$ cat config.mk
export PLATFORM = sky130hd
export DESIGN_NAME = controller_unit
export DESIGN_NICKNAME = d
export VERILOG_FILES = /design/src/rtl/controller_pkg.sv /design/src/rtl/controller_decode.sv /design/src/rtl/controller_unit.sv
export SDC_FILE = /design/constraint.sdc
export NUM_CORES = 1
export LEC_CHECK = 0
export BUFFER_PORTS_ARGS = -buffer_cell sky130_fd_sc_hd__buf_2
export CORE_AREA = 8 8 45 47
export DETAILED_ROUTE_END_ITERATION = 7
export DIE_AREA = 0 0 53 55
export GPL_TIMING_DRIVEN = 1
export MAX_ROUTING_LAYER = met4
export PLACE_DENSITY_LB_ADDON = 0.2
export SYNTH_ARGS = -nofsm -noshare
export SYNTH_HDL_FRONTEND = slang
export SYNTH_SLANG_ARGS = --single-unit
$ cat constraint.sdc
create_clock -name clk -period 0.8 [get_ports clk]
set_input_delay 0.04 -clock clk [delete_from_list [all_inputs] [get_ports clk]]
set_output_delay 0.04 -clock clk [all_outputs]
set_load 0.005 [all_outputs]
$ cat src/rtl/controller_pkg.sv
// Shared definitions for the accumulator-CPU control decoder: opcode classes,
// ALU and accumulator op encodings, and the registered control bundle.
package controller_pkg;

  // Opcode classes carried in op[5:3]
  localparam logic [2:0] CLS_RALU = 3'b000;
  localparam logic [2:0] CLS_IALU = 3'b001;
  localparam logic [2:0] CLS_BR   = 3'b010;
  localparam logic [2:0] CLS_ACC  = 3'b011;
  localparam logic [2:0] CLS_LD   = 3'b100;
  localparam logic [2:0] CLS_ST   = 3'b101;
  localparam logic [2:0] CLS_RSV  = 3'b110;
  localparam logic [2:0] CLS_JMP  = 3'b111;

  // All-zero opcode is the NOP inside the register-ALU class
  localparam logic [5:0] OP_NOP = 6'b000000;

  // ALU operation encodings
  localparam logic [2:0] ALU_ADD = 3'b000;
  localparam logic [2:0] ALU_SUB = 3'b001;
  localparam logic [2:0] ALU_AND = 3'b010;
  localparam logic [2:0] ALU_OR  = 3'b011;
  localparam logic [2:0] ALU_XOR = 3'b100;
  localparam logic [2:0] ALU_SHL = 3'b101;
  localparam logic [2:0] ALU_SHR = 3'b110;
  localparam logic [2:0] ALU_SLT = 3'b111;

  // Accumulator operation encodings; 101..111 are reserved
  localparam logic [2:0] ACC_HOLD  = 3'b000;
  localparam logic [2:0] ACC_LOAD  = 3'b001;
  localparam logic [2:0] ACC_ADD   = 3'b010;
  localparam logic [2:0] ACC_SUB   = 3'b011;
  localparam logic [2:0] ACC_CLEAR = 3'b100;

  // Control bundle handed from the decoder to the output register
  typedef struct packed {
    logic       mem_to_reg;
    logic       mem_write;
    logic       pc_src;
    logic       alu_src;
    logic       reg_write;
    logic       jump;
    logic [2:0] alu_ctrl;
    logic [2:0] acc_ctrl;
  } ctrl_t;

  localparam ctrl_t CTRL_NOP = '0;

endpackage

$ cat src/rtl/controller_decode.sv
// Combinational opcode decoder: maps op class/function plus the branch
// condition onto the datapath control bundle. Unlisted fields stay 0.
module controller_decode
  import controller_pkg::*;
(
  input  logic [5:0] op_i,
  input  logic       branch_flag_i,
  output ctrl_t      ctrl_o
);

  logic [2:0] cls;
  logic [2:0] fn;

  assign cls = op_i[5:3];
  assign fn  = op_i[2:0];

  // Class-based decode; reserved class and anything undecodable fall to NOP
  always_comb begin
    ctrl_o = CTRL_NOP;
    case (cls)
      CLS_RALU: begin
        if (op_i != OP_NOP) begin
          ctrl_o.reg_write = 1'b1;
          ctrl_o.alu_src   = 1'b0;
          ctrl_o.alu_ctrl  = fn;
        end
      end
      CLS_IALU: begin
        ctrl_o.reg_write = 1'b1;
        ctrl_o.alu_src   = 1'b1;
        ctrl_o.alu_ctrl  = fn;
      end
      CLS_BR: begin
        // The function field selects the compare; the datapath flag decides
        ctrl_o.alu_ctrl = fn;
        ctrl_o.pc_src   = branch_flag_i;
      end
      CLS_ACC: begin
        ctrl_o.acc_ctrl = fn;
        ctrl_o.alu_ctrl = ALU_ADD;
      end
      CLS_LD: begin
        ctrl_o.mem_to_reg = 1'b1;
        ctrl_o.reg_write  = 1'b1;
        ctrl_o.alu_src    = 1'b1;
        ctrl_o.alu_ctrl   = ALU_ADD;
      end
      CLS_ST: begin
        ctrl_o.mem_write = 1'b1;
        ctrl_o.alu_src   = 1'b1;
        ctrl_o.alu_ctrl  = ALU_ADD;
      end
      CLS_JMP: begin
        // Unconditional: the branch flag is deliberately ignored here
        ctrl_o.jump = 1'b1;
      end
      default: ctrl_o = CTRL_NOP;
    endcase
  end

endmodule

$ cat src/rtl/controller_unit.sv
// Main control unit: decodes op/BranchFlag and registers the control strobes
// so they line up with the execute stage one cycle later.
module controller_unit
  import controller_pkg::*;
(
  input  logic       clk,
  input  logic       rst_n,
  input  logic [5:0] op,
  input  logic       BranchFlag,
  output logic       MemToReg,
  output logic       MemWrite,
  output logic       PcSrc,
  output logic       ALUSrc,
  output logic       RegWrite,
  output logic       Jump,
  output logic [2:0] ALUControl,
  output logic [2:0] AccControl
);

  ctrl_t ctrl_d;
  ctrl_t ctrl_q;

  controller_decode u_decode (
    .op_i          (op),
    .branch_flag_i (BranchFlag),
    .ctrl_o        (ctrl_d)
  );

  // Decode -> execute stage register; async clear forces every strobe low
  always_ff @(posedge clk or negedge rst_n) begin
    if (!rst_n) begin
      ctrl_q <= CTRL_NOP;
    end else begin
      ctrl_q <= ctrl_d;
    end
  end

  assign MemToReg   = ctrl_q.mem_to_reg;
  assign MemWrite   = ctrl_q.mem_write;
  assign PcSrc      = ctrl_q.pc_src;
  assign ALUSrc     = ctrl_q.alu_src;
  assign RegWrite   = ctrl_q.reg_write;
  assign Jump       = ctrl_q.jump;
  assign ALUControl = ctrl_q.alu_ctrl;
  assign AccControl = ctrl_q.acc_ctrl;

endmodule

==> flow_summary.toml <==
[floorplanning]
die_w_microns = 53
initial_core_util_pct = 29.84
fp.dieArea_sq_um = 2915
die_h_microns = 55
fp.coreArea_sq_um = 1384
rows = 14
ios = 21

[sta]
slew_violations = 0
max_freq_ghz = 1.274
hold_violations = 0
setup_violations = 0
grt_setup_unrepaired = "yes"
post-route-min-period_ns = 0.7849
worstMarginPinSlew_ns = 0.2511
relSlewSlack_pct = 83.26
fin_crit_sh_pct = 98.12

[global_route]
grt.total_usage_pct = 7.302
grt_max_degree = 13
antenna_found_initial = 0
grt_pass1_vias = 327
grt_pass1_wl_microns = 1490
gr-total-overflow = 0

[setup_path]
critical_path.top_delay_family = "flip-flops"
crit_chain = "buf_2"
critPathBufInv = 1
max_stage_delay_ns = 0.36
crit_required_ns = 0.76
timing.critical_path.to_type = "output pin"
worstSetupStartpointType = "flop"
worst_ep_arrival_time_ns = 0.74
crit_path_top_delay_cell = "dfrtp_1"
critPathMaxFanout = 1
crit_type = "flop to output pin"

[pwr]
power_leakage_uw = 0.0003218
clkPwrFrac_pct = 31.2
p_comb_share_pct = 10.6
power_density_nw_per_um2 = 1895
intPower_uw = 863.4
vdd.ir_drop.worst_v = 0.0007644
p_switching_uw = 229.6
sequentialPowerShare_pct = 58.2
p_sw_share_pct = 21.01

[status]
outcome = "completed"

[synth]
yosysTopAreaCellShare_pct = 72.73
synth.avg_cell_area_sq_um = 13.76
yosys_warnings = 0
synth_area_leaders = "dfrtp_1, nor3b_1, and2_1"
synth_fp_nets = 39
synth_cells = 30
yosysSeqAreaShare_pct = 72.73
syn_area_sq_um = 412.9
ys_types = 12
post-synth-top-area-cell = "dfrtp_1"
synth_edf_count = 0
post_synth_most_frequent_cells = "dfrtp_1, nor3b_1, and2_1"
synth.most_common_cell = "dfrtp_1"
synth_seq_cells = 12
async_flop_share_pct = 100.0
ys.flop_type = "dfrtp_1"

[clock_network]
clk_pin_slew_ns = 0.06
cts_tree = "built"
cts_resized = 0
clk_path_buf_depth = 2
cts-root-buf = "clkbuf_4"
htree_levels = 1
cts_buffers = 3
cts.sinks = 12

[placement]
placed_cells = 67
io_buffers = 20
gp_congestion = 0.6306
dp_hpwl_microns = 699.2

[final_layout]
antennaDiodeCount = 0
area_growth_pct = 39.70
layoutNonFillerInstCount = 71
finalCoreUtilization_pct = 41.68
fin_nets = 66
drive_gt1_share_pct = 49.09

[drt]
vias = 308
vias_per_cell = 4.338
first_pass_iters = 2
post_drt_wl_per_cell_microns = 12.01
wirelength_microns = 853
drt-initial-drc-count = 6
drc = 0
ant_nets = 0

[worst_hold_path]
hold_class = "primary input to flop"

[job]
drv_cap = 0
flip-flops by register name, summed over array words and instances, names as in the netlist:
| name | count |
|---|---|
| ALUControl | 3 |
| AccControl | 3 |
| ALUSrc | 1 |
| Jump | 1 |
| MemToReg | 1 |
| MemWrite | 1 |
| PcSrc | 1 |
| RegWrite | 1 |
final timing paths:
kind,start,endpoint,slack (ns),depth (start not counted)
max,ALUControl[1],ALUControl[1],0.02,1
min,BranchFlag,PcSrc,0.009,2
max in group asynchronous,rst_n,AccControl[1],0.42,2
min in group asynchronous,rst_n,ALUControl[1],0.18,2
cell usage in the layout (no fill, tap or decap):
cell type      netlist  layout
or4_1                1       1
and3b_2              1       1
and2_1               3       3
dlygate4sd3_1        0       1
and3_2               1       1
and3_1               1       1
buf_2                0      20
o21a_1               1       1
nor3b_1              4       4
nand2_1              1       1
buf_4                0       2
a21oi_1              2       2
clkbuf_4             0       3
nor2_1               2       2
dfrtp_1             12      12
layer usage:
metal	track usage (%)	vias to the layer above	part of all wire, %	wire [microns]
li1	-	154	-	-
met1	8.031	139	36	304
met2	9.766	13	48	409
met3	4.011	2	14	123
met4	5.172	0	1.8	15
met5	-	-	0	0
kinds of logic (layout without fill, tap and decap cells):
kind of cell | Yosys count | after routing | share of synthesized area, %
AND/OR/NAND/NOR | 14 | 14 | 22.12
buffers and inverters | 1 | 26 | 0.9082
flip-flops | 12 | 12 | 72.73
AO/OA/AOI/OAI | 3 | 3 | 4.243
what timing repair did:
item | CTS | global route
cloned | 0 | 0
setup buffers | 0 | 0
endpoints found under the setup margin | 1 | 11
endpoints found under the hold margin | 12 | 0
hold buffers | 1 | 0
area by class of cell:
cell class                      count  area (sq um)
Sequential cell                    12         300.3
Timing Repair Buffer               23         125.1
Multi-Input combinational cell     17         108.9
Fill cell                         144         807.0
Tap cell                           16         20.02
Clock buffer                        3         22.52
power by group through the flow:
stage	registers (uW)	clock network [uW]	logic, uW
after floorplan	654	0	32.9
after global placement	648	0	116
after detailed placement	648	0	117
after CTS	637	360	121
after global routing	639	386	134
final	636	341	116
through the flow:
stage | instance area, sq um | power, uW | hold WS, ns | setup TNS, ns | setup slack [ns]
after CTS | 576.8 | 1117 | 0.005316 | -0.0004198 | -0.0004198
after detailed placement | 544.3 | 765.1 | -0.07146 | -0.1651 | -0.1651
after floorplan | 412.9 | 686.4 | -0.2556 | -0.02751 | -0.02751
final | 576.8 | 1093 | 0.008807 | 0 | 0.01507
after global routing | 576.8 | 1159 | 0.01482 | -0.1706 | -0.02707
after global placement | 544.3 | 764.4 | -0.07329 | -0.1308 | -0.1308
No activity file was read; power rests on OpenSTA's default activity.
